<file path="src/rtl/rolling_key_decryption.sv">
// Rolling-key (Vigenere-style) stream decryptor with optional alphabet-window wrap.
// A key is loaded one character per cycle, then the shifts rotate across the data stream.
module rolling_key_decryption #(
    parameter int                 D_WIDTH   = 8,
    parameter int                 KEY_CHARS = 4,
    parameter int                 WRAP_MODE = 1,
    parameter logic [D_WIDTH-1:0] ALPHA_LO  = 8'h41,
    parameter logic [D_WIDTH-1:0] ALPHA_HI  = 8'h5A
) (
    input  logic                            clk,
    input  logic                            rst_n,
    input  logic [D_WIDTH-1:0]              data_i,
    input  logic                            valid_i,
    input  logic [KEY_CHARS*D_WIDTH-1:0]    key,
    input  logic [$clog2(KEY_CHARS+1)-1:0]  key_len_i,
    input  logic                            key_load_i,
    output logic                            busy,
    output logic [D_WIDTH-1:0]              data_o,
    output logic                            valid_o
);

    localparam int LW = $clog2(KEY_CHARS + 1);
    localparam int IW = (KEY_CHARS > 1) ? $clog2(KEY_CHARS) : 1;
    localparam int NW = D_WIDTH + 1;
    localparam logic [NW-1:0] N_W = {1'b0, ALPHA_HI} - {1'b0, ALPHA_LO} + NW'(1);

    typedef enum logic [1:0] {
        IDLE,
        LOAD,
        RUN
    } state_t;

    state_t                       state;
    logic [KEY_CHARS*D_WIDTH-1:0] key_r;
    logic [D_WIDTH-1:0]           shift [KEY_CHARS];
    logic [LW-1:0]                len;
    logic [IW-1:0]                cnt;
    logic [IW-1:0]                idx;

    logic [LW-1:0]      len_clamp;
    logic [D_WIDTH-1:0] key_char;
    logic [D_WIDTH-1:0] shift_nxt;
    logic               load_last;
    logic               idx_last;
    logic [D_WIDTH-1:0] s;
    logic [D_WIDTH-1:0] off;
    logic               in_win;
    logic [D_WIDTH-1:0] dec;
    logic               adv;
    logic               accept;

    always_comb begin
        len_clamp = key_len_i;
        if (key_len_i == '0) begin
            len_clamp = LW'(1);
        end else if (key_len_i > LW'(KEY_CHARS)) begin
            len_clamp = LW'(KEY_CHARS);
        end
    end

    // Shifts are reduced into the window once at load time, keeping the data path a single compare.
    always_comb begin
        key_char  = key_r[cnt*D_WIDTH +: D_WIDTH];
        shift_nxt = key_char;
        if (WRAP_MODE != 0) begin
            shift_nxt = D_WIDTH'({1'b0, key_char} % N_W);
        end
        load_last = (LW'(cnt) == len - LW'(1));
        idx_last  = (LW'(idx) == len - LW'(1));
    end

    always_comb begin
        s      = shift[idx];
        off    = data_i - ALPHA_LO;
        in_win = (data_i >= ALPHA_LO) && (data_i <= ALPHA_HI);
        dec    = data_i;
        adv    = 1'b0;
        if (state == RUN) begin
            if (WRAP_MODE == 0) begin
                dec = data_i - s;
                adv = 1'b1;
            end else if (in_win) begin
                if (off >= s) begin
                    dec = ALPHA_LO + (off - s);
                end else begin
                    dec = ALPHA_LO + D_WIDTH'({1'b0, off} + N_W - {1'b0, s});
                end
                adv = 1'b1;
            end
        end
    end

    assign accept = valid_i && (state != LOAD);

    always_ff @(posedge clk or negedge rst_n) begin
        if (!rst_n) begin
            state   <= IDLE;
            busy    <= 1'b0;
            data_o  <= '0;
            valid_o <= 1'b0;
            key_r   <= '0;
            len     <= LW'(1);
            cnt     <= '0;
            idx     <= '0;
            for (int i = 0; i < KEY_CHARS; i++) begin
                shift[i] <= '0;
            end
        end else begin
            valid_o <= accept;
            data_o  <= accept ? dec : '0;
            if (accept && adv) begin
                idx <= idx_last ? '0 : idx + IW'(1);
            end
            // A new load wins over everything, including a restart mid-LOAD.
            if (key_load_i) begin
                state <= LOAD;
                key_r <= key;
                len   <= len_clamp;
                cnt   <= '0;
                idx   <= '0;
                busy  <= 1'b1;
            end else if (state == LOAD) begin
                shift[cnt] <= shift_nxt;
                if (load_last) begin
                    state <= RUN;
                    busy  <= 1'b0;
                end else begin
                    cnt <= cnt + IW'(1);
                end
            end
        end
    end

endmodule

</file>
<file path="config.mk">
export PLATFORM = sky130hd
export DESIGN_NAME = rolling_key_decryption
export DESIGN_NICKNAME = d
export VERILOG_FILES = /design/src/rtl/rolling_key_decryption.sv
export SDC_FILE = /design/constraint.sdc
export NUM_CORES = 1
export LEC_CHECK = 0
export ABC_AREA = 1
export BUFFER_PORTS_ARGS = -buffer_cell sky130_fd_sc_hd__buf_2
export CELL_PAD_IN_SITES_DETAIL_PLACEMENT = 0
export CELL_PAD_IN_SITES_GLOBAL_PLACEMENT = 1
export CORE_ASPECT_RATIO = 0.5
export CORE_MARGIN = 2
export CORE_UTILIZATION = 48
export DETAILED_ROUTE_END_ITERATION = 10
export GPL_TIMING_DRIVEN = 0
export PLACE_DENSITY_LB_ADDON = 0.05
export SLEW_MARGIN = 5
export SYNTH_ARGS = -nofsm -noshare
export SYNTH_HDL_FRONTEND = slang
export SYNTH_SLANG_ARGS = --single-unit
</file>
<file path="constraint.sdc">
create_clock -name clk -period 7.75 [get_ports clk]
set_input_delay 1.1625 -clock clk [delete_from_list [all_inputs] [get_ports clk]]
set_output_delay 1.1625 -clock clk [all_outputs]
set_load 0.02 [all_outputs]
</file>
==> run summary, run 1 <==
worst reg2reg startpoint = idx[0]$_DFFE_PN0P_
Syn Nets = 836
Cell Chain, Critical Path = clkbuf_1 -> clkinv_1 -> clkbuf_1 -> nand2_1 -> a32oi_1 -> inv_1 -> ha_1 -> fa_1 -> o211ai_1 -> a21oi_1 -> o21ai_0 -> nand2_1 -> mux2_2 -> xor2_1 -> a211oi_1
Initial Util = 50.31%
Worst Slack Setup Final = 3549 ps
initial DRC count = 342
Routed Antenna Nets = 0
final hold violation count = 0
crit path DAT = 4450 ps
largest cells by area after synthesis = dfrtp_1, nand2_1, ha_1
Site Rows = 27
hold crit path type = flip-flop to flip-flop
P_sw = 1.474 mW
cell internal pwr = 1.414 mW
Ports = 57
Num CTS Buffers = 9
die area = 0.01269 mm^2
grt ovf = 0
worst-margin pin slew = 555.5 ps
post_cts resized = 0
cell total after placement = 964
post-synthesis sequential area ratio = 36.39%
Final period util = 54.20%
number of global-route vias before repair = 4724
hold_ws = 477.2 ps
max cap viols = 0
PwrDens = 447.4 mW/mm^2
vias per cell = 4.971
Worst Min Path Start = key_r[17]$_DFFE_PN0P_
Worst Setup End Kind = flip-flop
Routed WL per cell = 13.52 um
drt first pass iters = 5
Port Buf Inserts = 56
RSZ-0062 raised after global routing = no
Final #Nets = 904
CP delay by family, top = compound AO/OA/AOI/OAI gates
fmax = 0.2381 GHz
worst slack at placement = 3282 ps
Max clock buf depth = 2
Post-CTS Hold Fix Bufs = 0
Post-Syn Area = 0.005643 mm^2
Slowest cell on crit path = clkbuf_1
leakage = 3.518 nW
Final setup viols = 0
crit path launch = idx[0]$_DFFE_PN0P_
TritonCTS Sinks = 82
synth unique cells = 45
outcome = finished, final reports clean
CTS tree = built
H-tree depth = 3
warning count from the yosys run = 0
max-slew violations = 0
Setup Fix Bufs, Post-CTS = 0
CP max FO = 10
flops & latches, synth = 82
Final min period = 4201 ps
Critical Path RT = 8000 ps
Comb power frac = 64.5%
hpwl dp = 10.06 mm
final WL = 13.25 mm
area leader, netlist = dfrtp_1
post-route setup TNS = 0 ps
initial antenna violation count = 0
Post-Synthesis Cells = 748
average cell area after synthesis = 7.544 um^2
clock slew at reported path FFs = 70 ps
RePlAce Congestion = 0.8271
Crit path largest cell delay = 460 ps
die width = 157.3 um
largest net degree at the start of global routing = 55
Filler cells = 1109
sw frac = 51.04%
root buf cell = clkbuf_16
top cell type's share of synthesized area = 35.92%
Crit Path Category = flip-flop to flip-flop
max_slew headroom = 62.97%
CP startpoint kind = flip-flop
final std cells w/o fill = 980
sequential share of power = 20.2%
Setup Skew = 12.38 ps
# diodes = 0
first-pass GRT wire length = 22.79 mm
via count = 4872
clock network power share = 15.2%
GRT Overall Usage = 23.01%
area grow syn2layout = 14.39%
maximum VDD drop = 0.2637 mV
worst skew pair latency = 340 ps
DRC viols = 0
Buf+Inv Stages, Crit Path = 4
Core Box Area = 0.01122 mm^2
Die Height = 80.67 um
fraction of layout cells with a size suffix above 1 = 17.17%
## cell usage in the layout, fill, tap and decap left out, types with 2 or more instances in the layout
cell type,instances
a211oi_1,2
a21oi_1,25
a31oi_1,2
a32o_1,2
a32oi_1,6
and2_1,2
buf_2,56
buf_4,2
buf_6,3
clkbuf_1,17
clkbuf_16,9
clkinv_1,3
clkinvlp_4,4
dfrtp_1,81
fa_1,4
ha_1,37
inv_1,73
inv_2,5
nand2_1,285
nand2_2,32
nand2_4,5
nand3_1,43
nand3_2,6
nand3_4,4
nand3b_1,3
nand4_1,8
nor2_1,19
nor2_4,4
nor2_8,2
o211ai_1,8
o21ai_0,28
o21ai_1,2
o22ai_1,2
xnor2_1,3
xor2_1,18
## final cells by class
type | count | area (um^2) | share of cell area [%]
sequential | 82 | 2053 | 31.81
buffer | 22 | 110.1 | 1.706
timing repair buffer | 57 | 310.3 | 4.807
inverter | 81 | 304.0 | 4.710
tap | 159 | 198.9 | 3.082
clock buffer | 9 | 225.2 | 3.489
multi-input combinational | 563 | 3176 | 49.20
clock inverter | 7 | 77.57 | 1.202
## cells in the mapped netlist (all sizes together)
cell type    n
nor2        25
o21ai       30
mux2i        1
o21bai       1
and2         3
nor4         1
a31oi        2
nand4        8
a211oi       2
o22ai        2
mux2         1
fa           4
a21oi       26
nand3b       3
inv         78
a32o         2
nand2      322
dfrtp       81
ha          37
o2111ai      1
o211ai       8
clkbuf      17
xor2        18
buf          5
nor3         1
nand3       53
a32oi        6
or2          1
a211o        1
a31o         1
xnor2        3
dfstp        1
clkinv       3
## kinds of logic (layout without fill, tap and decap cells)
logic type      Yosys count  after routing  share of synthesized area, %
mux                       2              2                        0.3769
compound gates           82             82                         8.692
xor+xnor                 21             21                         3.259
fa+ha+maj                41             41                         9.623
simple gates            417            417                         34.32
buf+inv                 103            176                         7.339
flops                    82             82                         36.39
## path summary, 6_finish.rpt
kind	end	slack [ps]	cells past startpoint
worst min register to register	key_r[17]$_DFFE_PN0P_	480	2
worst max-delay path	data_o[6]$_DFF_PN0_	3550	15
worst max register to register	data_o[6]$_DFF_PN0_	3550	15
worst min-delay path	key_r[17]$_DFFE_PN0P_	480	2
min in group asynchronous	data_o[5]$_DFF_PN0_	740	1
max in group asynchronous	len[0]$_DFFE_PN1P_	6360	2
## routing by layer
metal	vias to the layer above	wire length (um)	global-route usage (%)
li1	2517	-	-
met1	2240	6323	29.25
met2	102	6232	41.00
met3	13	554	4.533
met4	0	140	4.727
met5	-	0	0
## stage by stage
stage               cell area [um^2]  power (mW)  util (%)
finish                          6455       2.888     57.55
global route                    6455       3.191     57.55
CTS                             6455       2.912     57.55
detailed placement              6152       2.461     54.85
global placement                6122       2.431     54.58
floorplan                       5643       2.083         -
## registers in the layout, summed over array words and instances, names as in the netlist
register  cells
idx           2
valid_o       1
state         2
shift        32
cnt           2
len           3
data_o        8
key_r        32
## power by group through the flow
stage / registers, mW / clock network [mW] / logic [mW]
2_1_floorplan: 0.586 / 0 / 1.50
3_3_place_gp: 0.589 / 0 / 1.84
3_5_place_dp: 0.590 / 0 / 1.87
4_1_cts: 0.584 / 0.449 / 1.88
5_1_grt: 0.597 / 0.465 / 2.13
6_report: 0.585 / 0.440 / 1.86
## tightest hold or removal path: stages, from the launching register on
cell and delay (ps):
dfrtp_1 350, nand2_1 50, nand2_1 50
Note: power is estimated with default switching activity, not from simulation.
==> inputs of run 2 (changes only) <==
- CORE_UTILIZATION: 48 -> 44
- clock period: 7.75 -> 4.05 ns (I/O delays scaled with it)
==> run summary, run 2 (synthesis results as in run 1) <==
worst slack at placement = -185.8 ps (was 3282 ps)
Final #Nets = 903 (was 904)
worst-margin pin slew = 578.9 ps (was 555.5 ps)
CTS tree = built (unchanged)
Comb power frac = 64.1% (was 64.5%)
initial DRC count = 245 (was 342)
Post-DP Area = 0.006158 mm^2 (was 0.006152 mm^2)
Setup Skew = 12.42 ps (was 12.38 ps)
Worst Setup End Kind = flip-flop (unchanged)
Initial Util = 44.82% (was 50.31%)
cell internal pwr = 2.794 mW (was 1.414 mW)
Worst Slack Setup Final = 361.3 ps (was 3549 ps)
largest net degree at the start of global routing = 44 (was 55)
final hold violation count = 0 (unchanged)
RSZ-0062 raised after global routing = no (unchanged)
max-slew violations = 0 (unchanged)
Final min period = 3689 ps (was 4201 ps)
Final period util = 91.08% (was 54.20%)
P_sw = 2.821 mW (was 1.474 mW)
Max clock buf depth = 2 (unchanged)
via count = 4810 (was 4872)
Crit Path Category = flip-flop to flip-flop (unchanged)
drt first pass iters = 4 (was 5)
root buf cell = clkbuf_16 (unchanged)
Port Buf Inserts = 56 (unchanged)
grt ovf = 0 (unchanged)
Core Box Area = 0.01259 mm^2 (was 0.01122 mm^2)
die width = 164.2 um (was 157.3 um)
first-pass GRT wire length = 23.16 mm (was 22.79 mm)
hpwl dp = 10.39 mm (was 10.06 mm)
Buf+Inv Stages, Crit Path = 4 (unchanged)
area grow syn2layout = 15.14% (was 14.39%)
Filler cells = 1286 (was 1109)
fraction of layout cells with a size suffix above 1 = 17.80% (was 17.17%)
vias per cell = 4.859 (was 4.971)
CP max FO = 10 (unchanged)
CP delay by family, top = compound AO/OA/AOI/OAI gates (unchanged)
initial antenna violation count = 0 (unchanged)
maximum VDD drop = 0.5394 mV (was 0.2637 mV)
max cap viols = 0 (unchanged)
Final setup viols = 0 (unchanged)
DRC viols = 0 (unchanged)
sequential share of power = 19.9% (was 20.2%)
final WL = 13.48 mm (was 13.25 mm)
final instance area = 0.006497 mm^2 (was 0.006455 mm^2)
Routed WL per cell = 13.61 um (was 13.52 um)
number of global-route vias before repair = 4831 (was 4724)
die area = 0.01380 mm^2 (was 0.01269 mm^2)
Crit path largest cell delay = 520 ps (was 460 ps)
# diodes = 0 (unchanged)
clock slew at reported path FFs = 70 ps (about the same)
RePlAce Congestion = 0.8262 (was 0.8271)
outcome = finished, final reports clean (unchanged)
Reg area = 0.002054 mm^2 (was 0.002053 mm^2)
crit path DAT = 3890 ps (was 4450 ps)
Slowest cell on crit path = fa_1 (was clkbuf_1)
Setup Fix Bufs, Post-CTS = 0 (unchanged)
GRT Overall Usage = 21.25% (was 23.01%)
PwrDens = 864.3 mW/mm^2 (was 447.4 mW/mm^2)
fmax = 0.2711 GHz (was 0.2381 GHz)
commonest non-fill, non-tap cells in the layout = nand2_1, dfrtp_1, inv_1 (unchanged)
Routed Antenna Nets = 0 (unchanged)
H-tree depth = 3 (unchanged)
Cell Chain, Critical Path = clkinv_1 -> clkbuf_1 -> a32oi_1 -> inv_1 -> ha_1 -> fa_1 -> a21oi_1 -> inv_1 -> a31oi_1 -> nor2_1 -> or2_2 -> a21oi_1 -> mux2_2 -> xor2_1 -> a211oi_1 (was clkbuf_1 -> clkinv_1 -> clkbuf_1 -> nand2_1 -> a32oi_1 -> inv_1 -> ha_1 -> fa_1 -> o211ai_1 -> a21oi_1 -> o21ai_0 -> nand2_1 -> mux2_2 -> xor2_1 -> a211oi_1)
worst skew pair latency = 340 ps (about the same)
Die Height = 84.08 um (was 80.67 um)
Site Rows = 29 (was 27)
leakage = 3.541 nW (was 3.518 nW)
hold crit path type = primary input to async pin (was flip-flop to flip-flop)
TritonCTS Sinks = 82 (unchanged)
max_slew headroom = 61.40% (was 62.97%)
CP startpoint kind = flip-flop (unchanged)
sw frac = 50.24% (was 51.04%)
largest registers = key_r x32, shift x32, data_o x8 (unchanged)
Critical Path RT = 4250 ps (was 8000 ps)
Ports = 57 (unchanged)
Num CTS Buffers = 9 (unchanged)
most common cell after layout, fill and taps aside = nand2_1 (unchanged)
footprint of the multi-input gates = 0.003186 mm^2 (was 0.003176 mm^2)
clock network power share = 16.1% (was 15.2%)
run 2: changes by cell type in the layout (fill, tap and decap cells not counted), moves of 2 or more:
cell and change:
clkbuf_2 +2, clkinv_2 +2, clkbuf_1 -3, clkinvlp_4 -2
run 2: repair_timing:
item                       4_1_cts  5_1_grt
setup endpoints to repair        2       23
gates resized for setup          2        6
hold buffers                     0        0
cloned                           0        0
run 2: final timing paths:
path / start / to / slack, ps / cells after the start
worst max-delay path: idx[1]$_DFFE_PN0P_ / data_o[6]$_DFF_PN0_ / 360 / 15
worst min-delay path: rst_n / data_o[5]$_DFF_PN0_ / 270 / 1
worst max register to register: idx[1]$_DFFE_PN0P_ / data_o[6]$_DFF_PN0_ / 360 / 15
worst min register to register: key_r[16]$_DFFE_PN0P_ / key_r[16]$_DFFE_PN0P_ / 470 / 2
max in group asynchronous: rst_n / len[0]$_DFFE_PN1P_ / 3110 / 2
min in group clk: key[10] / key_r[10]$_DFFE_PN0P_ / 460 / 3
run 2: power groups by stage:
stage	Clock (mW)	Sequential (mW)	Combinational (mW)
after CTS	0.926	1.12	3.62
after global routing	0.955	1.14	4.12
after global placement	0	1.13	3.56
after detailed placement	0	1.13	3.61
after floorplan	0	1.12	2.86
final	0.903	1.12	3.60
run 2: worst reg2reg max path: cells and delay by family, from the launching register on:
family | cells | cell delay, ps
AOI/OAI and AO/OA | 5 | 920
and+or+nand+nor | 2 | 360
adders and majority gates | 2 | 750
muxes | 1 | 160
xor gates and xnor gates | 1 | 210
buffers and inverters | 4 | 750
DFF | 1 | 410
run 2: cell type report:
cell class              count  area share [%]
repair buffers             57           4.660
plain buffers              21           1.675
well taps                 170           3.274
inverters                  81           4.699
clock buffers              10           3.678
multi-input cells         563           49.03
flip-flops and latches     82           31.62
clock inverters             6           1.367
run 2: routing by layer:
layer,global-route usage (%),routed length (um)
met1,28.91,6670
met2,35.83,6178
met3,3.676,547
met4,3.828,78
met5,0,0
run 2: metrics by stage:
stage | hold slack (ps) | setup TNS, ps | util, % | power (mW) | std cells
3_3_place_gp | 454.2 | -177.9 | 48.73 | 4.689 | 974
3_5_place_dp | 458.7 | -198.5 | 48.91 | 4.739 | 975
2_1_floorplan | 311.9 | 0 | - | 3.986 | 748
4_1_cts | 283.2 | 0 | 51.51 | 5.664 | 990
6_report | 265.3 | 0 | 51.60 | 5.616 | 990
5_1_grt | 298.2 | 0 | 51.60 | 6.210 | 990
==> inputs of run 3 (changes only) <==
- CORE_ASPECT_RATIO: 0.5 -> 1.1
==> run summary, run 3 (synthesis results as in run 1) <==
outcome = finished, final reports clean (unchanged)
Core Box Area = 0.01259 mm^2 (about the same)
root buf cell = clkbuf_16 (unchanged)
Reg2Reg Depth = 14 (was 15)
fraction of layout cells with a size suffix above 1 = 17.93% (was 17.80%)
RePlAce Congestion = 0.8466 (was 0.8262)
R2R Setup Slk = 310 ps (was 360 ps)
first-pass GRT wire length = 23.49 mm (was 23.16 mm)
max cap viols = 0 (unchanged)
max layer used = met4 (unchanged)
PwrDens = 861.2 mW/mm^2 (was 864.3 mW/mm^2)
Ports = 57 (unchanged)
maximum VDD drop = 0.5723 mV (was 0.5394 mV)
# diodes = 0 (unchanged)
via count = 4939 (was 4810)
Post-Route Utilization = 51.23% (was 51.60%)
Routed Antenna Nets = 0 (unchanged)
Site Rows = 43 (was 29)
r2r endpoint = data_o[6]$_DFF_PN0_ (unchanged)
Initial Util = 44.82% (about the same)
worst reg2reg startpoint = idx[0]$_DFFE_PN0P_ (was idx[1]$_DFFE_PN0P_)
area grow syn2layout = 14.30% (was 15.14%)
CP max FO = 10 (unchanged)
DRC viols = 0 (unchanged)
hold crit path type = primary input to async pin (unchanged)
Final setup viols = 0 (unchanged)
max-slew violations = 0 (unchanged)
final hold violation count = 0 (unchanged)
Final min period = 3741 ps (was 3689 ps)
Worst Setup End Kind = flip-flop (unchanged)
hpwl dp = 10.66 mm (was 10.39 mm)
max_slew headroom = 64.50% (was 61.40%)
grt ovf = 0 (unchanged)
largest registers = key_r x32, shift x32, data_o x8 (unchanged)
final WL = 13.96 mm (was 13.48 mm)
Num CTS Buffers = 9 (unchanged)
hold_ws = 189.9 ps (was 265.3 ps)
leakage = 3.534 nW (was 3.541 nW)
total power = 5.554 mW (was 5.616 mW)
vias per cell = 5.055 (was 4.859)
worst-margin pin slew = 532.5 ps (was 578.9 ps)
most common cell after layout, fill and taps aside = nand2_1 (unchanged)
Final period util = 92.37% (was 91.08%)
initial antenna violation count = 0 (unchanged)
initial DRC count = 309 (was 245)
wire length on met3 = 449 um (was 547 um)
drt first pass iters = 4 (unchanged)
cell total after placement = 962 (was 975)
die area = 0.01375 mm^2 (was 0.01380 mm^2)
worst skew pair latency = 340 ps (about the same)
Port Buf Inserts = 56 (unchanged)
Critical Path RT = 4300 ps (was 4250 ps)
Routed WL per cell = 14.29 um (was 13.61 um)
largest net degree at the start of global routing = 55 (was 44)
Die Height = 122.8 um (was 84.08 um)
clock slew at reported path FFs = 70 ps (about the same)
CP startpoint kind = flip-flop (unchanged)
met1 wire length = 5.912 mm (was 6.670 mm)
crit path DAT = 3990 ps (was 3890 ps)
Final #Nets = 903 (unchanged)
GRT Overall Usage = 21.51% (was 21.25%)
TritonCTS Sinks = 82 (unchanged)
Post-DP Area = 0.006150 mm^2 (was 0.006158 mm^2)
CTS tree = built (unchanged)
number of global-route vias before repair = 4929 (was 4831)
metal2 WL = 7.335 mm (was 6.178 mm)
commonest non-fill, non-tap cells in the layout = nand2_1, dfrtp_1, inv_1 (unchanged)
fmax = 0.2673 GHz (was 0.2711 GHz)
H-tree depth = 3 (unchanged)
Crit Path Category = flip-flop to flip-flop (unchanged)
final std cells w/o fill = 977 (was 990)
Max clock buf depth = 2 (unchanged)
die width = 112.0 um (was 164.2 um)
final instance area = 0.006450 mm^2 (was 0.006497 mm^2)
Setup Skew = 6.891 ps (was 12.42 ps)
run 3: layout make-up:
cell class,instances,area (um^2)
flip-flops and latches,82,2054
inverters,81,307.8
plain buffers,21,110.1
multi-input cells,563,3186
well taps,157,196.4
repair buffers,57,310.3
clock buffers,9,225.2
fillers,1304,6140
clock inverters,7,60.06
run 3: critical path, cell delays in order, from the launching register on:
cell        delay [ps]
dfrtp_2            520
clkinvlp_4         200
clkbuf_2           270
nand2_1             90
a32oi_1            290
inv_1               90
ha_1               240
fa_1               370
o211ai_1           220
a21oi_1            100
o21ai_1            320
nand2_2            210
mux2_2             330
xor2_1             160
a211oi_1           230
run 3: per-stage QoR:
stage | setup slack (ps) | setup TNS (ps)
after global placement | -340.8 | -528.5
after global routing | -18.89 | -52.64
final | 308.9 | 0
after detailed placement | -338.0 | -545.6
after floorplan | 654.0 | 0
after CTS | 95.42 | 0
run 3: worst max-delay path by stage:
stage / start / end / slack (ps) / depth (start not counted)
detailed placement: idx[0]$_DFFE_PN0P_ / data_o[6]$_DFF_PN0_ / -340 / 15
global placement: idx[0]$_DFFE_PN0P_ / data_o[6]$_DFF_PN0_ / -340 / 15
floorplan: idx[0]$_DFFE_PN0P_ / data_o[6]$_DFF_PN0_ / 650 / 15
finish: idx[0]$_DFFE_PN0P_ / data_o[6]$_DFF_PN0_ / 310 / 14
global route: cnt[0]$_DFFE_PN0P_ / shift[17]$_DFFE_PN0P_ / -20 / 28
CTS: idx[0]$_DFFE_PN0P_ / data_o[6]$_DFF_PN0_ / 100 / 14
run 3: routing by layer:
metal,track usage [%],up-vias
met2,38.94,83
met3,3.802,19
met5,0,-
met1,26.49,2312
met4,6.098,0
li1,-,2525
run 3: report_power, final:
| group | internal [mW] | switching [mW] |
|---|---|---|
| clock | 0.427 | 0.365 |
| sequential | 1.01 | 0.110 |
| combinational | 1.22 | 2.42 |
| total | 2.66 | 2.89 |
run 3: repair_timing:
action / CTS / global route
resized for setup: 3 / 6
pin swaps: 0 / 0
hold buffers: 0 / 0
setup buffers: 0 / 0
endpoints found under the setup margin: 6 / 16
